$ cat src/rtl/alu_mul_seq.sv
// alu_mul_seq: multi-cycle shift-and-add multiplier. It borrows the shared datapath ALU,
// issuing one ADD per granted step, and returns the low WIDTH bits of op_a*op_b.
// Optional build macro: MUL_EARLY_EXIT_EN. When it is defined, the operation finishes as
// soon as no set multiplier bits remain. When it is undefined, every operation takes
// WIDTH granted steps.

`ifndef ALUOP_ADD
`define ALUOP_ADD 3'b000
`endif

module alu_mul_seq #(
  parameter int unsigned WIDTH = 32,
  parameter int unsigned CNT_W = 6
) (
  input  logic             clk,
  input  logic             rst_n,
  input  logic             start,
  input  logic [WIDTH-1:0] op_a,
  input  logic [WIDTH-1:0] op_b,
  output logic             busy,
  output logic             done,
  output logic [WIDTH-1:0] product,
  output logic             alu_req,
  input  logic             alu_gnt,
  output logic [WIDTH-1:0] alu_a,
  output logic [WIDTH-1:0] alu_b,
  output logic [2:0]       alu_op,
  input  logic [WIDTH-1:0] alu_result
);

  typedef enum logic [0:0] {
    StIdle,
    StRun
  } state_e;

  localparam logic [CNT_W-1:0] LastCnt = CNT_W'(WIDTH - 1);

  state_e           state_q, state_d;
  logic [WIDTH-1:0] acc_q, acc_d;
  logic [WIDTH-1:0] mcand_q, mcand_d;
  logic [WIDTH-1:0] mplier_q, mplier_d;
  logic [WIDTH-1:0] product_q, product_d;
  logic [CNT_W-1:0] cnt_q, cnt_d;
  logic             done_q, done_d;

  logic [WIDTH-1:0] acc_step;
  logic             last_step;

  // Per-step accumulator value and final-step detection.
  always_comb begin
    // The ALU adds the shifted multiplicand; keep the sum only when this multiplier bit is set.
    acc_step = mplier_q[0] ? alu_result : acc_q;
`ifdef MUL_EARLY_EXIT_EN
    // Finish early once every remaining multiplier bit is zero.
    last_step = (cnt_q == LastCnt) || ((mplier_q >> 1) == '0);
`else
    last_step = (cnt_q == LastCnt);
`endif
  end

  // Next-state logic: accept start in idle, advance one step per ALU grant in run.
  always_comb begin
    state_d   = state_q;
    acc_d     = acc_q;
    mcand_d   = mcand_q;
    mplier_d  = mplier_q;
    product_d = product_q;
    cnt_d     = cnt_q;
    done_d    = 1'b0;

    unique case (state_q)
      StIdle: begin
        // Also taken in the done cycle, so back-to-back operations need no gap.
        if (start) begin
          acc_d    = '0;
          mcand_d  = op_a;
          mplier_d = op_b;
          cnt_d    = '0;
          state_d  = StRun;
        end
      end
      StRun: begin
        // Without a grant the ALU result belongs to someone else, so everything holds.
        if (alu_gnt) begin
          acc_d    = acc_step;
          mcand_d  = mcand_q << 1;
          mplier_d = mplier_q >> 1;
          cnt_d    = cnt_q + CNT_W'(1);
          if (last_step) begin
            product_d = acc_step;
            done_d    = 1'b1;
            state_d   = StIdle;
          end
        end
      end
      default: begin
        state_d = StIdle;
      end
    endcase
  end

  // State and datapath registers; reset aborts any operation in flight.
  always_ff @(posedge clk or negedge rst_n) begin
    if (!rst_n) begin
      state_q   <= StIdle;
      acc_q     <= '0;
      mcand_q   <= '0;
      mplier_q  <= '0;
      product_q <= '0;
      cnt_q     <= '0;
      done_q    <= 1'b0;
    end else begin
      state_q   <= state_d;
      acc_q     <= acc_d;
      mcand_q   <= mcand_d;
      mplier_q  <= mplier_d;
      product_q <= product_d;
      cnt_q     <= cnt_d;
      done_q    <= done_d;
    end
  end

  // Outputs are driven straight from registers so the ALU operands are glitch-free.
  always_comb begin
    busy    = (state_q == StRun);
    alu_req = (state_q == StRun);
    alu_a   = acc_q;
    alu_b   = mcand_q;
    alu_op  = `ALUOP_ADD;
    done    = done_q;
    product = product_q;
  end

endmodule
$ cat config.mk
export PLATFORM = sky130hd
export DESIGN_NAME = alu_mul_seq
export DESIGN_NICKNAME = d
export VERILOG_FILES = /design/src/rtl/alu_mul_seq.sv
export SDC_FILE = /design/constraint.sdc
export NUM_CORES = 1
export LEC_CHECK = 0
export ABC_AREA = 1
export ABC_CLOCK_PERIOD_IN_PS = 3250
export BUFFER_PORTS_ARGS = -buffer_cell sky130_fd_sc_hd__buf_2
export CAP_MARGIN = 20
export CORE_ASPECT_RATIO = 0.5
export CORE_MARGIN = 1
export CORE_UTILIZATION = 30
export CTS_CLUSTER_DIAMETER = 40
export DETAILED_ROUTE_END_ITERATION = 12
export PLACE_DENSITY_LB_ADDON = 0.08
export SLEW_MARGIN = 20
export SYNTH_ARGS = -nofsm -noshare
export SYNTH_HDL_FRONTEND = slang
export SYNTH_SLANG_ARGS = --single-unit
export TNS_END_PERCENT = 1
$ cat constraint.sdc
create_clock -name clk -period 3.25 [get_ports clk]
set_clock_uncertainty 0.2 [all_clocks]
set_input_delay 0 -clock clk [delete_from_list [all_inputs] [get_ports clk]]
set_output_delay 0 -clock clk [all_outputs]
set_load 0.1 [all_outputs]
== Yosys cells after proc, flatten, opt, wreduce, memory -nomap -nowiden ==
Index checks and enable logic that the tools add are counted.
Cells by class
  bitwise operators: 1
  mux-type cells: 20
  $add $sub $neg: 1
  equality and inequality tests: 3
  reduce and logical (&&, ||, !) cells: 2
Operators with widths (count)
  $mux W32: 7
  $pmux W32 S2: 3
  $mux W6: 2
  $pmux W6 S2: 1
  $add A6 B1 Y6 const B: 1
  $eq A6 B5 Y1 const B: 1
  $mux W1: 6
  $ne A2 B2 Y1 const B: 2
  $reduce_and A3 Y1: 1
  $pmux W1 S2: 1
  $reduce_and A2 Y1: 1
  $not A1 Y1: 1
Word-level totals
  word-level logic and storage cells: 34
  output and inout port bits: 102
  input bits: 100
  register bits: 136

== Depth between registers and ports, before layout ==
  depth after elaboration: 4
  mapped depth: 8

== Worst setup path before layout ==
Ideal clock, no wire load.
  kind: reg-to-reg
  start: reg state_q (netlist: alu_req)
  end: reg product_q[10] (netlist: product[10])
  data arrival time: 1.867 ns
  slack: 1.054 ns
  stages on the path, launching flop included: 8
  clock period less this slack: 2.196 ns
  data required time: 2.920 ns
  setup time: 0.130 ns
  buffers on the path: 2
  path through: dfrtp_1 nand2_2 inv_2 nand4_1 buf_2 buf_2 nand2_1 o21ai_1
On the way
  word-level cells in the longest chain between the ends: 1
RTL lines
  start: declaration: RTL line 38  | state_e state_q, state_d;
  start signal: assignment: RTL line 105  | state_q <= StIdle;
  start signal: assignment: RTL line 113  | state_q <= state_d;
  $reduce_and A3 Y1 (no line)
  end signal: assignment: RTL line 117  | product_q <= product_d;
  end: declaration: RTL line 42  | logic [WIDTH-1:0] product_q, product_d;
No other way between the ends.
A chain may end at the register's enable or synchronous reset.

== Final worst setup path ==
  start: reg state_q (netlist: alu_req)
  end: reg mcand_q[0] (netlist: alu_b[0])
On the way
  word-level cells in the longest chain between the ends: 3
  elaborated cells between the ends (all ways): 5
RTL lines
  $not A1 Y1
  $ne A2 B2 Y1 (no line)
  $reduce_and A2 Y1 (no line)
  end signal: assignment: RTL line 115  | mcand_q <= mcand_d;
  end: declaration: RTL line 40  | logic [WIDTH-1:0] mcand_q, mcand_d;
Parallel ways exist; a longest one is shown, timed or not.

==> impl_metrics.yaml <==
global_route:
  antenna_found_initial: 0
  grt-ovfl-total: 0
  grt.total_usage: 0.169
  grt_pass1_wl_mm: 26.6
  grt_pass1_vias: 5268
  grt_max_degree: 94
placed_design:
  dp.final_hpwl_mm: 10.1
  numPortBuffers: 198
  gp_congestion: 0.727
  dp.cells: 1091
critical_path:
  cp.arrival_ns: 2.45
  start_kind: "flop"
  r2r_start: "alu_req$_DFF_PN0_"
  crit_path_end_kind: "flop"
  rrSetupSlack_ns: 0.89
  critical_path.max_fanout: 41
  rr_endpoint: "alu_b[0]$_DFFE_PN0P_"
  crit_start: "alu_req$_DFF_PN0_"
  rr_worst_depth: 5
  critical_path_class: "reg -> reg"
  setup.worst_path.end: "alu_b[0]$_DFFE_PN0P_"
  required_ns: 3.34
routing:
  first_pass_iters: 7
  dr_wl_met3_um: 589
  num_vias: 5448
  top_layer_used: "met4"
  drt-total-wl_mm: 16.2
  m1WireLength_mm: 8.00
  drt-vias-per-instance: 4.45
  wl_per_cell_um: 13.3
  dr.first_iter.drc_count: 239
  drc: 0
  final_antenna_net_count: 0
  wl_met2_mm: 7.61
layout:
  antennaDiodeCount: 0
  final_cell_mix: "198 x nand2_1, 197 x buf_2, 135 x dfrtp_1, 101 x dlygate4sd3_1, 68 x nor2_1"
  finalNetCount: 1053
  finish.utilization: 0.464
  drive_gt1_frac: 0.256
  syn_to_final_growth_pct: 48.9
  final_cells: 1224
  layout_commonest_cell: "nand2_1"
clock_network:
  cts_root_buf: "clkbuf_16"
  postCtsHoldBufs: 101
  cts_buffers: 17
  cts_resized: 0
  h-tree-depth: 4
  cts_setup_buffers: 0
  cts_buffer_depth: 2
  cts_tree: "done"
  clk_pin_slew_ns: 0.06
  clock_sinks: 136
  clock_latency_ns: 0.42
synthesis:
  syn-cell-area_um2: 5820
  avgSynthCellArea_um2: 8.65
  yosys_warnings: 0
  synth_cell_type_count: 20
  synth_cells: 673
  ys_ff_latch: 136
  yosysSeqAreaShare: 0.584
timing:
  slew_headroom: 0.361
  slew_violations: 0
  hold_ws_ns: 0.0436
  tns_ns: 0
  setup_viol: 0
  rsz0062_at_grt: "no"
  worstMarginPinSlew_ns: 0.958
  max_freq_mhz: 424
  fin_crit_sh: 0.725
  final_hold_viol_count: 0
  min_period_ns: 2.36
outcome:
  outcome: "complete, no violations"
flow_run:
  cap_viol_max_count: 0
floorplan:
  core_region_area_um2: 18700
  ios: 202
  die_h_um: 101
  die_w_um: 199
  die-area_um2: 20000
  start_util: 0.311
  row_count: 35
min_path:
  hold_path_class: "in -> async"
[worst min path at each step]
stage | startpoint | slack (ns) | cells past startpoint | endpoint
floorplan | rst_n | -0.50 | 0 | alu_a[0]$_DFFE_PN0P_
global placement | rst_n | -0.02 | 1 | alu_b[8]$_DFFE_PN0P_
detailed placement | rst_n | -0.03 | 1 | alu_b[8]$_DFFE_PN0P_
CTS | rst_n | 0.09 | 2 | alu_b[8]$_DFFE_PN0P_
global route | rst_n | 0.14 | 2 | alu_b[8]$_DFFE_PN0P_
finish | rst_n | 0.04 | 2 | alu_b[8]$_DFFE_PN0P_
[worst max-delay path, stage by stage (launching register included)]
cell           delay (ns)
dfrtp_2              0.57
nand2_2              0.15
nand2_4              0.42
inv_2                0.13
a22o_1               0.20
dlygate4sd3_1        0.55
[cell type report]
class	count	area [um^2]
clock buffer	18	439
clock inverter	14	198
fill	1904	10000
inverter	45	169
multi-input combinational	444	2030
sequential	136	3400
tap	259	324
timing repair buffer	308	2100
[through the flow]
stage                     setup slack [ns]  instance area [um^2]
after floorplan                       1.05                  5830
after global placement                1.18                  7020
after detailed placement              1.16                  7020
after CTS                            0.854                  8670
after global routing                 0.734                  8670
final                                0.892                  8670
[synth_stat cells, drive strengths merged]
cell | count | area, um^2
a22o | 3 | 26.3
conb | 1 | 3.75
nand2 | 201 | 762
nand4 | 2 | 12.5
inv | 45 | 169
o21ai | 66 | 330
buf | 33 | 166
clkbuf | 17 | 63.8
ha | 1 | 12.5
nand3 | 2 | 10.0
a21oi | 4 | 20.0
o22ai | 32 | 200
a31oi | 62 | 388
nor2 | 68 | 255
dfrtp | 136 | 3400
[metal layers]
metal,global-route usage,vias up
li1,-,2783
met1,0.232,2550
met2,0.271,111
met3,0.0385,4
met4,0.0426,0
met5,0,-
[logic make-up after synthesis]
| logic type | count (synthesis) | share of synthesized area |
|---|---|---|
| and+or+nand+nor | 273 | 0.179 |
| adders and majority gates | 1 | 0.00215 |
| DFF | 136 | 0.584 |
| AOI/OAI and AO/OA | 167 | 0.166 |
| other | 1 | 0.000644 |
| buffers and inverters | 95 | 0.0685 |
[registers in the layout, indices dropped and copies added, names as in the netlist]
register and flops:
done 1, alu_b 32, product 32, cnt_q 6, alu_a 32, alu_req 1
mplier_q 32
Power is not shown: default switching activity piles up to over one toggle a cycle in this logic, so the estimate is an artifact.
